[src/rtl/uart_tx_fifo_sender_if.sv]
// uart_tx_fifo_sender_if: host-side word/flag bundle of the UART transmitter; Send_Break exists only with UART_TX_BREAK_EN.
interface uart_tx_fifo_sender_if #(parameter int DATA_BITS = 8);
  logic [DATA_BITS-1:0] Tx_Data;
  logic Write_En, CTS, Tx, Tx_Busy, FIFO_Empty, FIFO_Full, FIFO_Overflow;
`ifdef UART_TX_BREAK_EN
  logic Send_Break;
  modport master (output Tx_Data, Write_En, CTS, Send_Break, input Tx, Tx_Busy, FIFO_Empty, FIFO_Full, FIFO_Overflow);
  modport slave (input Tx_Data, Write_En, CTS, Send_Break, output Tx, Tx_Busy, FIFO_Empty, FIFO_Full, FIFO_Overflow);
`else
  modport master (output Tx_Data, Write_En, CTS, input Tx, Tx_Busy, FIFO_Empty, FIFO_Full, FIFO_Overflow);
  modport slave (input Tx_Data, Write_En, CTS, output Tx, Tx_Busy, FIFO_Empty, FIFO_Full, FIFO_Overflow);
`endif
endinterface

[src/rtl/uart_tx_fifo_sender.sv]
// uart_tx_fifo_sender: FIFO-fed UART transmitter (start, data MSB first, even parity, stop bits) with CTS flow control.
// Optional break generation is enabled by defining UART_TX_BREAK_EN.
module uart_tx_fifo_sender #(
  parameter int DATA_BITS  = 8,
  parameter int PARITY_BIT = 1,
  parameter int STOP_BITS  = 2,
  parameter int FIFO_DEPTH = 8
) (
  input logic Clk,
  input logic Rst,
  uart_tx_fifo_sender_if.slave bus
);
  localparam int FB = 1 + DATA_BITS + PARITY_BIT + STOP_BITS;
  localparam int AW = $clog2(FIFO_DEPTH);
  localparam int CW = $clog2(2 * FB);
  typedef enum logic [1:0] {IDLE, SHIFT, BREAK} state_t;
  state_t state_q, state_d;
  logic [DATA_BITS-1:0] mem_q [FIFO_DEPTH];
  logic [AW-1:0] wr_q, rd_q;
  logic [AW:0] cnt_q, cnt_d;
  logic empty_q, full_q, ovf_q;
  logic [FB-1:0] sh_q, sh_d, frame;
  logic [CW-1:0] bit_q, bit_d;
  logic brk_req, boundary, pop, push;
`ifdef UART_TX_BREAK_EN
  assign brk_req = bus.Send_Break;
`else
  assign brk_req = 1'b0;
`endif
  if (PARITY_BIT != 0) begin : g_par
    assign frame = {1'b0, mem_q[rd_q], ^mem_q[rd_q], {STOP_BITS{1'b1}}};
  end else begin : g_nopar
    assign frame = {1'b0, mem_q[rd_q], {STOP_BITS{1'b1}}};
  end
  // CTS and break requests are only looked at between frames
  assign boundary = state_q == IDLE || (state_q == SHIFT && bit_q == CW'(FB - 1));
  assign pop = boundary && !brk_req && !empty_q && cnt_q != '0 && bus.CTS;
  assign push = bus.Write_En && (cnt_q != (AW+1)'(FIFO_DEPTH) || pop);
  assign cnt_d = cnt_q + (AW+1)'(push) - (AW+1)'(pop);
  always_ff @(posedge Clk) begin
    if (Rst) begin
      state_q <= IDLE;
      bit_q <= '0;
      sh_q <= '1;
      wr_q <= '0;
      rd_q <= '0;
      cnt_q <= '0;
      empty_q <= 1'b1;
      full_q <= 1'b0;
      ovf_q <= 1'b0;
    end else begin
      state_q <= state_d;
      bit_q <= bit_d;
      sh_q <= sh_d;
      wr_q <= wr_q + AW'(push);
      rd_q <= rd_q + AW'(pop);
      cnt_q <= cnt_d;
      empty_q <= cnt_q == '0;
      full_q <= cnt_q >= (AW+1)'(FIFO_DEPTH / 2 + 1);
      ovf_q <= ovf_q | (bus.Write_En & ~push);
    end
  end
  always_ff @(posedge Clk) if (push) mem_q[wr_q] <= bus.Tx_Data;
  always_comb begin
    sh_d = pop ? frame : {sh_q[FB-2:0], 1'b1};
    bit_d = boundary ? '0 : bit_q + 1'b1;
    state_d = boundary ? (brk_req ? BREAK : pop ? SHIFT : IDLE)
            : (state_q == BREAK && bit_q == CW'(2 * FB - 1)) ? IDLE : state_q;
  end
  always_comb begin
    bus.Tx = state_q == SHIFT ? sh_q[FB-1] : state_q != BREAK;
    bus.Tx_Busy = state_q != IDLE;
    bus.FIFO_Empty = empty_q;
    bus.FIFO_Full = full_q;
    bus.FIFO_Overflow = ovf_q;
  end
endmodule

[src/flat_wrapper.sv]
// flat-port wrapper written by rule: the top's interface ports become plain ports
module uart_tx_fifo_sender_flat 
#(
  parameter int DATA_BITS  = 8,
  parameter int PARITY_BIT = 1,
  parameter int STOP_BITS  = 2,
  parameter int FIFO_DEPTH = 8
)
  (Clk, Rst, bus_Tx_Data, bus_Write_En, bus_CTS, bus_Tx, bus_Tx_Busy, bus_FIFO_Empty, bus_FIFO_Full, bus_FIFO_Overflow);
  uart_tx_fifo_sender_if #(.DATA_BITS(DATA_BITS)) bus_i ();
  input logic Clk;
  input logic Rst;
  input wire logic [$bits(bus_i.Tx_Data)-1:0] bus_Tx_Data;
  input wire logic [$bits(bus_i.Write_En)-1:0] bus_Write_En;
  input wire logic [$bits(bus_i.CTS)-1:0] bus_CTS;
  output wire logic [$bits(bus_i.Tx)-1:0] bus_Tx;
  output wire logic [$bits(bus_i.Tx_Busy)-1:0] bus_Tx_Busy;
  output wire logic [$bits(bus_i.FIFO_Empty)-1:0] bus_FIFO_Empty;
  output wire logic [$bits(bus_i.FIFO_Full)-1:0] bus_FIFO_Full;
  output wire logic [$bits(bus_i.FIFO_Overflow)-1:0] bus_FIFO_Overflow;
  assign bus_i.Tx_Data = bus_Tx_Data;
  assign bus_i.Write_En = bus_Write_En;
  assign bus_i.CTS = bus_CTS;
  assign bus_Tx = bus_i.Tx;
  assign bus_Tx_Busy = bus_i.Tx_Busy;
  assign bus_FIFO_Empty = bus_i.FIFO_Empty;
  assign bus_FIFO_Full = bus_i.FIFO_Full;
  assign bus_FIFO_Overflow = bus_i.FIFO_Overflow;
  uart_tx_fifo_sender #(.DATA_BITS(DATA_BITS), .PARITY_BIT(PARITY_BIT), .STOP_BITS(STOP_BITS), .FIFO_DEPTH(FIFO_DEPTH)) u_core (.Clk(Clk), .Rst(Rst), .bus(bus_i));
endmodule
[config.mk]
export PLATFORM = sky130hd
export DESIGN_NAME = uart_tx_fifo_sender_flat
export DESIGN_NICKNAME = d
export VERILOG_FILES = /design/src/rtl/uart_tx_fifo_sender_if.sv /design/src/rtl/uart_tx_fifo_sender.sv /design/src/flat_wrapper.sv
export SDC_FILE = /design/constraint.sdc
export NUM_CORES = 1
export LEC_CHECK = 0
export ABC_AREA = 1
export CAP_MARGIN = 10
export CORE_MARGIN = 3
export CORE_UTILIZATION = 57
export DETAILED_ROUTE_END_ITERATION = 10
export GPL_ROUTABILITY_DRIVEN = 1
export PLACE_DENSITY_LB_ADDON = 0.05
export SYNTH_ARGS = -nofsm -noshare
export SYNTH_HDL_FRONTEND = slang
export SYNTH_SLANG_ARGS = --single-unit
[constraint.sdc]
create_clock -name Clk -period 5.33 [get_ports Clk]
set_clock_uncertainty 0.15 [all_clocks]
set_input_delay 0.533 -clock Clk [delete_from_list [all_inputs] [get_ports Clk]]
set_output_delay 0.533 -clock Clk [all_outputs]
set_load 0.01 [all_outputs]
==> out/metrics.yaml <==
drv_slew: 0
hpwlAfterDp_um: 5810
nets: 514
path_depth: 8
hold_violations: 0
yosysWarnings: 0
syn_avg_cell_area_um2: 8.89
cp_num_buf_inv: 2
postRouteAntennaNets: 0
criticalPathCategory: "register to register"
fmax_mhz: 366
period_share: 0.512
clkSlewWorstSetupHoldPaths_ns: 0.08
antenna_found_initial: 0
crit_path_max_fanout: 22
crit_family: "simple AND/OR/NAND/NOR gates"
fin_ws_ns: 2.60
setup_tns_ns: 0
hp-class: "register to register"
critPathLaunchType: "register"
rsz0062_at_grt: "false"
routed_via_density: 4.96
power_leakage_nw: 2.08
cp.required_ns: 5.17
pin_count: 17
cts_buffers: 9
worst_path_largest_cell_delay_ns: 0.57
drt_iter0_drc: 189
rr_startpoint: "u_core.cnt_q[2]$_SDFF_PP0_"
worstPathArrival_ns: 2.57
num_rows: 30
synth_cell_types: 24
grt_pass1_vias: 2687
powerDensity_nw_per_um2: 408
cpMostUsedCell: "nand2_1"
end_kind: "register"
final_common_cell: "nand2_1"
diodes: 0
routabilityCongestion: 0.897
cts_setup_buffers: 0
dr.pass1.iters: 5
synth_seq_cells: 93
r2r_end: "u_core.mem_q[5][3]$_DFFE_PP_"
yosysSeqAreaShare: 0.591
overflow: 0
dieArea_um2: 8500
cts_hold_buf: 0
grt_pass1_wl_um: 13600
worstMarginPinSlew_ns: 0.773
drcViolationCount: 0
htreeDepth: 3
fp.dieW_um: 92.2
startpoint: "u_core.cnt_q[2]$_SDFF_PP0_"
ff2ff_path_depth: 8
dp_slack_ns: 2.20
fp.dieH_um: 92.2
cts_resized: 0
drive_gt1_frac: 0.0466
wire_per_inst_um: 14.0
crit_chain: "inv_1, ha_1, nand2_1, nand3_1, buf_4, a31oi_1, nand2_1, nor2_1"
track_usage: 0.215
worst_path_max_delay_cell: "nor2_1"
syn_to_final_growth_pct: 10.0
clockBufferDepth: 2
portBuffers: 16
synth_area_um2: 4230
synth_fp_nets: 501
final_util: 0.667
initial_core_util: 0.606
cts_tree: "yes"
clock-sinks: 93
worstSetupEndpoint: "u_core.mem_q[5][3]$_DFFE_PP_"
synth_cells: 476
final_cell_mix: "nand2_1 (161), inv_1 (79), edfxtp_1 (64)"
cts_root_buf: "clkbuf_8"
coreArea_um2: 6980
grt_max_degree: 37
layout_min_cycle_time_ns: 2.73
slew_headroom: 0.483
worst-r2r-setup-slack_ns: 2.60
max_cap_violations: 0
status: "complete, no violations"
wl_um: 8270
vias: 2928
setup_viol: 0
vdd_drop_max_uv: 330
clk_latency_ns: 0.36
==> metrics by stage <==
step	cell area, um2	cells	power [mW]	hold slack [ns]
2_1_floorplan	4230	476	1.28	0.246
3_3_place_gp	4430	574	1.40	0.257
3_5_place_dp	4430	574	1.42	0.254
4_1_cts	4660	590	1.91	0.274
5_1_grt	4660	590	2.03	0.321
6_report	4660	590	1.90	0.272
==> state kept, by name, indices dropped and copies added, names as in the netlist <==
signal and cells:
u_core.sh_q 10, u_core.rd_q 3, u_core.cnt_q 4, u_core.mem_q 64
u_core.bus.FIFO_Overflow 1, u_core.bit_q 5, u_core.bus.FIFO_Empty 1, u_core.wr_q 3
u_core.state_q 1, u_core.bus.FIFO_Full 1
==> per-layer routing <==
| metal | global-route usage | vias up | share of wire |
|---|---|---|---|
| met1 | 0.314 | 1320 | 0.48 |
| met5 | 0 | - | 0 |
| met2 | 0.313 | 86 | 0.44 |
| li1 | - | 1511 | - |
| met3 | 0.0623 | 11 | 0.067 |
| met4 | 0.0569 | 0 | 0.012 |
==> tightest hold or removal path: cells and delay by family (launching register included) <==
kind / cells / cell delay, ns
AND/OR/NAND/NOR: 2 / 0.09
flip-flops: 1 / 0.31
==> power by group <==
part	total [mW]	internal (mW)	switching [mW]	leakage, nW
combinational	0.515	0.175	0.340	1.15
clock	0.503	0.274	0.228	0.107
sequential	0.884	0.851	0.0329	0.817
==> cell families (layout without fill, tap and decap cells) <==
kind of cell | after synthesis | after routing | share of synthesized area
xor gates and xnor gates | 5 | 5 | 0.0103
AOI/OAI and AO/OA | 27 | 27 | 0.0346
and+or+nand+nor | 240 | 240 | 0.228
DFF | 93 | 93 | 0.591
adders and majority gates | 13 | 13 | 0.0402
buffers and inverters | 98 | 116 | 0.0958
==> worst min path at each step <==
stage	startpoint	end	slack, ns	cells past startpoint
after floorplan	u_core.sh_q[10]$_SDFF_PP1_	u_core.sh_q[11]$_SDFF_PP1_	0.25	2
after global placement	u_core.sh_q[10]$_SDFF_PP1_	u_core.sh_q[11]$_SDFF_PP1_	0.26	2
after detailed placement	u_core.sh_q[10]$_SDFF_PP1_	u_core.sh_q[11]$_SDFF_PP1_	0.25	2
after CTS	u_core.sh_q[10]$_SDFF_PP1_	u_core.sh_q[11]$_SDFF_PP1_	0.27	2
after global routing	u_core.sh_q[10]$_SDFF_PP1_	u_core.sh_q[11]$_SDFF_PP1_	0.32	2
final	u_core.sh_q[10]$_SDFF_PP1_	u_core.sh_q[11]$_SDFF_PP1_	0.27	2
==> synth_stat cells, drive strengths merged <==
cell type | count | area, um2
nand2 | 164 | 623
inv | 81 | 304
edfxtp | 64 | 1920
nand3 | 40 | 200
nor2 | 34 | 128
dfxtp | 29 | 581
o21ai | 14 | 77.6
buf | 13 | 86.3
ha | 12 | 150
a21oi | 11 | 55.1
clkbuf | 4 | 15.0
xor2 | 3 | 26.3
xnor2 | 2 | 17.5
a211oi | 1 | 7.51
a31oi | 1 | 6.26
fa | 1 | 20.0
nand4 | 1 | 6.26
nor3b | 1 | 7.51
==> final cells by class <==
type                    instances  area [um2]
multi-input cells             285        1330
clock buffers                  14         185
clock inverters                 2        37.5
well taps                      96         120
repair buffers                 19         183
flip-flops and latches         93        2500
fillers                       590        2320
inverters                      81         304
Power figures use the tool's default switching activity.
